$ cat config.mk
export PLATFORM = sky130hd
export DESIGN_NAME = mem_port_arbiter
export DESIGN_NICKNAME = d
export VERILOG_FILES = /design/src/rtl/mem_port_arbiter_pkg.sv /design/src/rtl/arb_timeout_counter.sv /design/src/rtl/mux2_32.sv /design/src/rtl/mem_port_arbiter.sv
export SDC_FILE = /design/constraint.sdc
export NUM_CORES = 1
export LEC_CHECK = 0
export ABC_AREA = 1
export CAP_MARGIN = 20
export CORE_ASPECT_RATIO = 1.2
export CORE_MARGIN = 4
export CORE_UTILIZATION = 34
export CTS_CLUSTER_SIZE = 25
export DETAILED_ROUTE_END_ITERATION = 8
export PLACE_DENSITY = 0.78
export REMOVE_ABC_BUFFERS = 1
export SYNTH_ARGS = -nofsm -noshare
export SYNTH_HDL_FRONTEND = slang
export SYNTH_HIERARCHICAL = 1
export SYNTH_SLANG_ARGS = --single-unit
export TNS_END_PERCENT = 30
$ cat constraint.sdc
create_clock -name clk -period 1.6 [get_ports clk]
set_clock_uncertainty 0.2 [all_clocks]
set_input_delay 0.32 -clock clk [delete_from_list [all_inputs] [get_ports clk]]
set_output_delay 0.32 -clock clk [all_outputs]
set_load 0.01 [all_outputs]
$ cat src/rtl/mem_port_arbiter_pkg.sv
// Shared types and constants for the memory port arbiter.
package mem_port_arbiter_pkg;

  localparam int unsigned DataWidth = 32;

  typedef enum logic [1:0] {
    StIdle   = 2'd0,
    StGrantA = 2'd1,
    StGrantB = 2'd2
  } arb_state_e;

  localparam logic SelA = 1'b1;
  localparam logic SelB = 1'b0;

endpackage

$ cat src/rtl/arb_timeout_counter.sv
// Grant-duration counter with clear/load/enable and an expiry flag at Limit-1.
module arb_timeout_counter #(
  parameter int unsigned Limit = 16,
  parameter int unsigned CntW  = $clog2(Limit + 1)
) (
  input  logic            clk,
  input  logic            rst_n,
  input  logic            clr_i,
  input  logic            load_i,
  input  logic [CntW-1:0] load_val_i,
  input  logic            en_i,
  output logic            expired_o
);

  logic [CntW-1:0] cnt_q;

  always_ff @(posedge clk or negedge rst_n) begin
    if (!rst_n) begin
      cnt_q <= '0;
    end else if (clr_i) begin
      cnt_q <= '0;
    end else if (load_i) begin
      cnt_q <= load_val_i;
    end else if (en_i) begin
      cnt_q <= cnt_q + 1'b1;
    end
  end

  assign expired_o = (cnt_q == CntW'(Limit - 1));

endmodule

$ cat src/rtl/mux2_32.sv
// 32-bit 2:1 multiplexer; sel_i=1 routes d1_i.
module mux2_32 (
  input  logic        sel_i,
  input  logic [31:0] d0_i,
  input  logic [31:0] d1_i,
  output logic [31:0] y_o
);

  assign y_o = sel_i ? d1_i : d0_i;

endmodule

$ cat src/rtl/mem_port_arbiter.sv
// Arbitrates the single memory port between data access (A, r/w) and fetch (B, read-only),
// with a bounded A streak to prevent fetch starvation and a per-grant timeout.
module mem_port_arbiter
  import mem_port_arbiter_pkg::*;
#(
  parameter int unsigned MaxAStreak = 4,
  parameter int unsigned Timeout    = 16
) (
  input  logic                 clk,
  input  logic                 rst_n,
  input  logic                 a_req_i,
  input  logic                 a_we_i,
  input  logic [DataWidth-1:0] a_addr_i,
  input  logic [DataWidth-1:0] a_wdata_i,
  output logic [DataWidth-1:0] a_rdata_o,
  output logic                 a_ack_o,
  output logic                 a_err_o,
  input  logic                 b_req_i,
  input  logic [DataWidth-1:0] b_addr_i,
  output logic [DataWidth-1:0] b_rdata_o,
  output logic                 b_ack_o,
  output logic                 b_err_o,
  output logic                 sel_o,
  output logic                 mem_req_o,
  output logic                 mem_we_o,
  output logic [DataWidth-1:0] mem_addr_o,
  output logic [DataWidth-1:0] mem_wdata_o,
  input  logic [DataWidth-1:0] mem_rdata_i,
  input  logic                 mem_ack_i,
  output logic                 busy_o
);

  localparam int unsigned StreakW = $clog2(MaxAStreak + 1);
  localparam int unsigned TimerW  = $clog2(Timeout + 1);

  arb_state_e           state_q;
  logic                 sel_q;
  logic                 a_ack_q, b_ack_q, a_err_q, b_err_q;
  logic [DataWidth-1:0] a_rdata_q, b_rdata_q;
  logic [StreakW-1:0]   streak_q;

  logic granted;
  logic expired;
  logic streak_full;
  logic b_starved;

  assign granted     = (state_q != StIdle);
  assign streak_full = (streak_q == StreakW'(MaxAStreak));
  assign b_starved   = b_req_i && streak_full;

  arb_timeout_counter #(
    .Limit(Timeout),
    .CntW (TimerW)
  ) u_timer (
    .clk       (clk),
    .rst_n     (rst_n),
    .clr_i     (!granted || mem_ack_i || expired),
    .load_i    (1'b0),
    .load_val_i({TimerW{1'b0}}),
    .en_i      (granted),
    .expired_o (expired)
  );

  always_ff @(posedge clk or negedge rst_n) begin
    if (!rst_n) begin
      state_q   <= StIdle;
      sel_q     <= SelB;
      a_ack_q   <= 1'b0;
      b_ack_q   <= 1'b0;
      a_err_q   <= 1'b0;
      b_err_q   <= 1'b0;
      a_rdata_q <= '0;
      b_rdata_q <= '0;
      streak_q  <= '0;
    end else begin
      a_ack_q <= 1'b0;
      b_ack_q <= 1'b0;
      a_err_q <= 1'b0;
      b_err_q <= 1'b0;
      unique case (state_q)
        StIdle: begin
          if (a_req_i && !b_starved) begin
            state_q <= StGrantA;
            sel_q   <= SelA;
            // Only consecutive A wins over a waiting fetch count towards the limit.
            if (!b_req_i) begin
              streak_q <= '0;
            end else if (!streak_full) begin
              streak_q <= streak_q + 1'b1;
            end
          end else if (b_req_i) begin
            state_q  <= StGrantB;
            sel_q    <= SelB;
            streak_q <= '0;
          end
        end
        StGrantA: begin
          if (mem_ack_i) begin
            a_rdata_q <= mem_rdata_i;
            a_ack_q   <= 1'b1;
            state_q   <= StIdle;
          end else if (expired) begin
            a_err_q <= 1'b1;
            state_q <= StIdle;
          end
        end
        StGrantB: begin
          if (mem_ack_i) begin
            b_rdata_q <= mem_rdata_i;
            b_ack_q   <= 1'b1;
            state_q   <= StIdle;
          end else if (expired) begin
            b_err_q <= 1'b1;
            state_q <= StIdle;
          end
        end
        default: state_q <= StIdle;
      endcase
    end
  end

  mux2_32 u_addr_mux (
    .sel_i(sel_q),
    .d0_i (b_addr_i),
    .d1_i (a_addr_i),
    .y_o  (mem_addr_o)
  );

  // Fetch never writes, so the B leg of the write-data mux is tied low.
  mux2_32 u_wdata_mux (
    .sel_i(sel_q),
    .d0_i ({DataWidth{1'b0}}),
    .d1_i (a_wdata_i),
    .y_o  (mem_wdata_o)
  );

  assign mem_req_o = granted;
  assign busy_o    = granted;
  assign mem_we_o  = (state_q == StGrantA) && a_we_i;
  assign sel_o     = sel_q;
  assign a_ack_o   = a_ack_q;
  assign b_ack_o   = b_ack_q;
  assign a_err_o   = a_err_q;
  assign b_err_o   = b_err_q;
  assign a_rdata_o = a_rdata_q;
  assign b_rdata_o = b_rdata_q;

endmodule

==> After elaboration in Yosys (flattened, before gate mapping) <==
Index checks and enable logic that the tools add are counted.
{ "word_totals": {"ff_bits": 79, "in_bits": 134} }
{ "op_classes": {"add_sub_neg": 2, "n_eq_ne": 7, "muxes": 22, "reduce_logical": 17} }
{ "op_table": {"columns": ["op", "count"], "rows": [
  ["32-bit two-way mux", 2],
  ["3-bit two-way mux", 4],
  ["5-bit two-way mux", 2],
  ["1-bit two-way mux", 9],
  ["2-bit two-way mux", 4],
  ["2-bit AND reduction", 4],
  ["3-bit inequality test (second input constant)", 2],
  ["2-bit nonzero test", 3],
  ["5-bit by 1-bit adder with 5-bit output (second input constant)", 1],
  ["5-bit by 4-bit == test with 1-bit output (second input constant)", 1],
  ["2-bit case mux with 2 select lines", 1],
  ["3-bit by 1-bit adder with 3-bit output (second input constant)", 1],
  ["3-bit == test (second input constant)", 1],
  ["1-bit logical AND", 3],
  ["3-bit by 1-bit inequality test with 1-bit output (second input constant)", 1],
  ["3-bit AND reduction", 1],
  ["2-bit by 1-bit == test with 1-bit output (second input constant)", 1],
  ["2-bit == test (second input constant)", 1],
  ["1-bit zero test", 2],
  ["2-bit zero test", 1],
  ["1-bit logical OR", 2],
  ["2-bit OR reduction", 1]
]} }

==> Depth between registers and ports, before layout <==
{ "depth": {"word_depth": 6, "ltp_mapped": 11} }

==> Hierarchy <==
The synthesis kept the hierarchy.
{ "modules_own_cells": {"columns": ["module", "n_inst", "cells_each", "area_per_inst_um2", "seq_area_each_um2"], "rows": [
  ["mem_port_arbiter", 1, 301, 3094.2, 1851.8],
  ["mux2_32", 2, 104, 491.7, 0.0],
  ["arb_timeout_counter", 1, 43, 315.3, 125.1]
]} }

==> Least setup slack after synthesis <==
No wires, ideal clock.
{ "synth_timing": {"path_kind": "register -> register", "start": "reg u_timer.cnt_q[0]", "end": "reg u_timer.cnt_q[0]", "arrival_time_ps": 1362, "path_slack_ps": -38, "stages_incl_launch_ff": 12, "cell_sequence": "dfrtp_1 ha_1 nand2_1 nor2_1 ha_1 inv_1 nand3_1 inv_1 nand2_1 inv_1 nand2_1 o21ai_1"} }
{ "synth_via": {"elab_chain_len": 3, "elab_cells_between_ends": 6} }
{ "synth_rtl": {"columns": ["item", "line_no", "text"], "rows": [
  ["start: declaration", "arb_timeout_counter.sv:15", "logic [CntW-1:0] cnt_q;"],
  ["start signal: assignment", "arb_timeout_counter.sv:23", "cnt_q <= load_val_i;"],
  ["start signal: assignment", "arb_timeout_counter.sv:25", "cnt_q <= cnt_q + 1'b1;"],
  ["5-bit by 4-bit == test with 1-bit output *", "arb_timeout_counter.sv:29", "assign expired_o = (cnt_q == CntW'(Limit - 1));"],
  ["via expired", "mem_port_arbiter.sv:43", "logic expired;"],
  ["1-bit logical OR *", "mem_port_arbiter.sv:57", ".clr_i (!granted || mem_ack_i || expired),"],
  ["5-bit two-way mux or 2-bit nonzero test (tied branches)", null, null]
]} }
Mark *: on every way through the listed nets, which the timed path passes. The rest lies on a longest branch. The select of a mux whose other input is x is not followed.
A chain may end at the register's enable or synchronous reset.

==> Worst setup path in the final report <==
{ "layout_timing": {"start": "reg sel_q, in the netlist sel_o", "end": "out mem_wdata_o[9]"} }
{ "layout_via": {"elab_chain_len": 1} }
{ "layout_rtl": {"columns": ["item", "line_no", "text"], "rows": [
  ["start: declaration", "mem_port_arbiter.sv:37", "logic sel_q;"],
  ["start signal: assignment", "mem_port_arbiter.sv:67", "sel_q <= SelB;"],
  ["start signal: assignment", "mem_port_arbiter.sv:84", "sel_q <= SelA;"],
  ["start signal: assignment", "mem_port_arbiter.sv:93", "sel_q <= SelB;"],
  ["32-bit two-way mux", "mux2_32.sv:9", "assign y_o = sel_i ? d1_i : d0_i;"],
  ["end: declaration", "mem_port_arbiter.sv:27", "output logic [DataWidth-1:0] mem_wdata_o,"]
]} }
Every way passes these cells.

==> results.md <==
Timing:
- The count of final max-slew check failures was 0.
- The final setup violation count is 72.
- The setup slack after layout is -372.1 ps.
- After layout, the worst path uses 123.3% of the clock period.
- Setup repair after global routing could not meet its margin everywhere.
- Counting I/O delays and the setup requirement, the final critical path takes 1972 ps.
- The highest achievable clock rate is 507.1 MHz.
- Hold is met by 212.6 ps.
- The hold violation total from the final report is 0.

Synth:
- The number of different library cells in the post-synthesis netlist is 25.
- The sequential cell area fraction in the yosys report is 45.00%.
- In this run the cell area of the synthesized design comes to 4393 um^2.
- The cell count after synthesis came out at 552.
- Each instance of the synthesized netlist takes up on average 7.958 um^2.
- The number of synthesis warnings is 6.
- The number of storage elements in the synthesis netlist is 79.

Power:
- The leakage power figure is 0.004260 uW.
- The power density normalized to cell area is 1663 nW/um^2.
- The worst IR drop on VDD is 0.001099 V.
- After layout, the design draws a total of 13190 uW.

Placement:
- The number of instances in the placed design is 1033.
- After detailed placement, the total cell area comes to 7431 um^2.
- Detailed placement finished with a half-perimeter wire length of 13040 um.
- The count of buffers added on input and output ports is 269.
- The final estimated routing congestion in global placement is 0.8661.

Critical path:
- The most critical setup path has its startpoint at sel_o.
- The number of cells on the worst reg-to-reg path is 11.
- The number of buffers and inverters on the critical path is 4.
- Across all register-to-register paths, the minimum setup slack is -50 ps.
- The nature of the critical path endpoint is a primary output.
- Among the stages of the critical path, the cell type that occurs most often is buf_6.
- Data on the critical path is required at its endpoint by 1080 ps.
- For this run, the slowest stage of the critical path takes 500 ps.
- The worst setup path is launched from a flip-flop.
- The largest delay contributor family on the critical path is buffers and inverters.
- Walking the worst path, the cells encountered are buf_12 > buf_8 > buf_6 > nand2_4 > nand2_2 > buf_6.
- The slowest cell on the critical path is dfrtp_4.
- In this run the worst path has a maximum fanout of 7.
- The critical path is of the flip-flop to primary output type.
- Data arrives at the worst endpoint at 1450 ps.
- In this run the critical register-to-register path is captured at u_timer/cnt_q[2].
- The worst register-to-register path begins at u_timer/cnt_q[0].

CTS:
- Clock tree synthesis inserted a total of 9 buffers.
- The number of buffers between clock root and the deepest sink is 2.
- The CTS tree is yes.
- The insertion delay of the later-clocked pin in the worst-skew pair is 330 ps.
- The tree is rooted in a clkbuf_16.
- CTS built an H-tree with a depth of 3.
- The clock drives 79 sinks.
- Clock-pin slew was measured on the worst setup and hold paths at 70 ps.

Global route:
- The overall track demand over capacity in global routing is 22.24%.
- Entering global routing, the biggest net connects 46 pins.
- The initial antenna violation count is 0.
- For this run the aggregate overflow at the end of global routing stands at 0.
- The first global-routing pass estimated 25640 um of wire.
- The number of global-route vias before repair is 4620.

Finish:
- The library cell used most frequently in the layout, excluding fill and tap cells, is nand2_1.
- The filler cells instantiated in the layout total 1136.
- The finished cells cover 7929 um^2.
- The final-stage net count is 1032.
- Excluding fillers, the count of instances in the completed layout stands at 1060.
- The register cell area after layout is 1982 um^2.
- The total inserted antenna cells is 0.
- The area growth from synthesis to layout is 80.49%.
- The area used by multi-input combinational logic is 2260 um^2.
- The share of final-layout standard cells stronger than drive strength 1 is 28.91%.
- The library cells used most frequently in the layout, excluding fill and tap cells, are nand2_1, clkdlybuf4s50_1, dfrtp_1.

Drt:
- Dividing the detail-routed wire length by the instance count gives 15.90 um.
- The total wire length is 16860 um.
- For this block, the initial DRC count from the detailed router was 268.
- The detail route stage leaves a number of antenna-violating nets equal to 0.
- The total vias in the final route is 4638.
- The via density per instance is 4.375.
- The total DRC errors in the routed layout is 0.
- The pre-antenna-repair detailed-routing pass consisted of 4 iterations.

Die:
- The die span in y is 132.5 um.
- The floorplan step defined a die boundary enclosing 14810 um^2.
- In this run the core area contains 45 standard-cell rows.
- The initial standard-cell utilization of the core is 34.68%.
- From left edge to right edge, the die measures 111.8 um.
- The area of the placeable core is 12670 um^2.
- The count of pins on the block boundary is 270.

Job:
- The number of max-capacitance violations reported is 0.

Hold path:
- In this run the worst hold path is classified as primary input to async pin.

Run status:
- The flow ran to the end, but the final reports show violations.
- The checks that failed: setup timing.
-- cell type report --
type                       count  area share [%]
tap                          164           2.588
timing repair buffer         312           37.30
inverter                      52           2.714
clock inverter                 6          0.6312
clock buffer                  10           3.014
sequential                    79           25.00
timing repair inverter         2          0.2525
multi-input combinational    435           28.50
-- worst max-delay path by stage --
stage / to / cells past startpoint
after global routing: mem_wdata_o[24] / 6
after floorplan: mem_addr_o[10] / 3
after detailed placement: mem_addr_o[2] / 4
after CTS: mem_addr_o[22] / 6
after global placement: mem_addr_o[2] / 4
final: mem_wdata_o[9] / 6
-- state kept, by name, indices dropped and copies added (netlist names) --
signal and count:
a_err_o 1, state_q 2, a_ack_o 1, b_rdata_o 32, a_rdata_o 32, b_ack_o 1, sel_o 1, u_timer/cnt_q 5
b_err_o 1, streak_q 3
-- layer usage --
metal | wire [um] | global-route usage [%] | part of all wire [%]
met2 | 8186 | 37.03 | 49
met5 | 0 | 0 | 0
met1 | 6390 | 25.42 | 38
met4 | 421 | 7.370 | 2.5
met3 | 1858 | 10.02 | 11
-- cell usage after synthesis, drive strengths merged --
cell type | count | area, um^2
a21oi | 1 | 5.000
and3 | 2 | 12.51
buf | 21 | 250.2
clkbuf | 8 | 90.09
conb | 1 | 3.750
dfrtp | 79 | 1977
ha | 7 | 87.58
inv | 52 | 210.2
nand2 | 286 | 1124
nand3 | 8 | 40.04
nand4 | 2 | 12.51
nor2 | 9 | 36.29
o21ai | 73 | 523.0
o22ai | 1 | 6.260
or2 | 1 | 6.260
xor2 | 1 | 8.760
-- report_power, final --
group          total (uW)  leakage, uW  internal, uW  switching [uW]
sequential           3280      0.00100          2830             445
combinational        7950      0.00312          3700            4250
clock                1960     0.000136          1110             850
total               13200      0.00426          7650            5540
-- stage by stage --
stage | utilization, % | setup slack [ps] | TNS, ps
finish | 62.59 | -372.1 | -20190
global route | 62.59 | -410.6 | -25450
CTS | 60.95 | -370.7 | -21280
detailed placement | 58.66 | -546.0 | -35130
global placement | 58.66 | -566.1 | -34390
floorplan | - | -836.3 | -101960
-- cells by family (layout without fill, tap and decap cells) --
family | after synthesis | after routing | share of synthesized area (%)
fa+ha+maj | 7 | 7 | 1.994
other cells | 1 | 44 | 0.08536
simple gates | 308 | 308 | 28.03
xor+xnor | 1 | 1 | 0.1994
compound gates | 75 | 75 | 12.16
flops | 79 | 79 | 45.00
buf+inv | 81 | 382 | 12.53
-- repair_timing --
item | 4_1_cts | 5_1_grt
gates cloned | 2 | 1
resized for setup | 424 | 58
hold buffers | 1 | 0
endpoints found under the setup margin | 177 | 139
endpoints found under the hold margin | 79 | 0
pin swaps | 15 | 11
setup buffers | 6 | 1
Power figures use the tool's default switching activity.
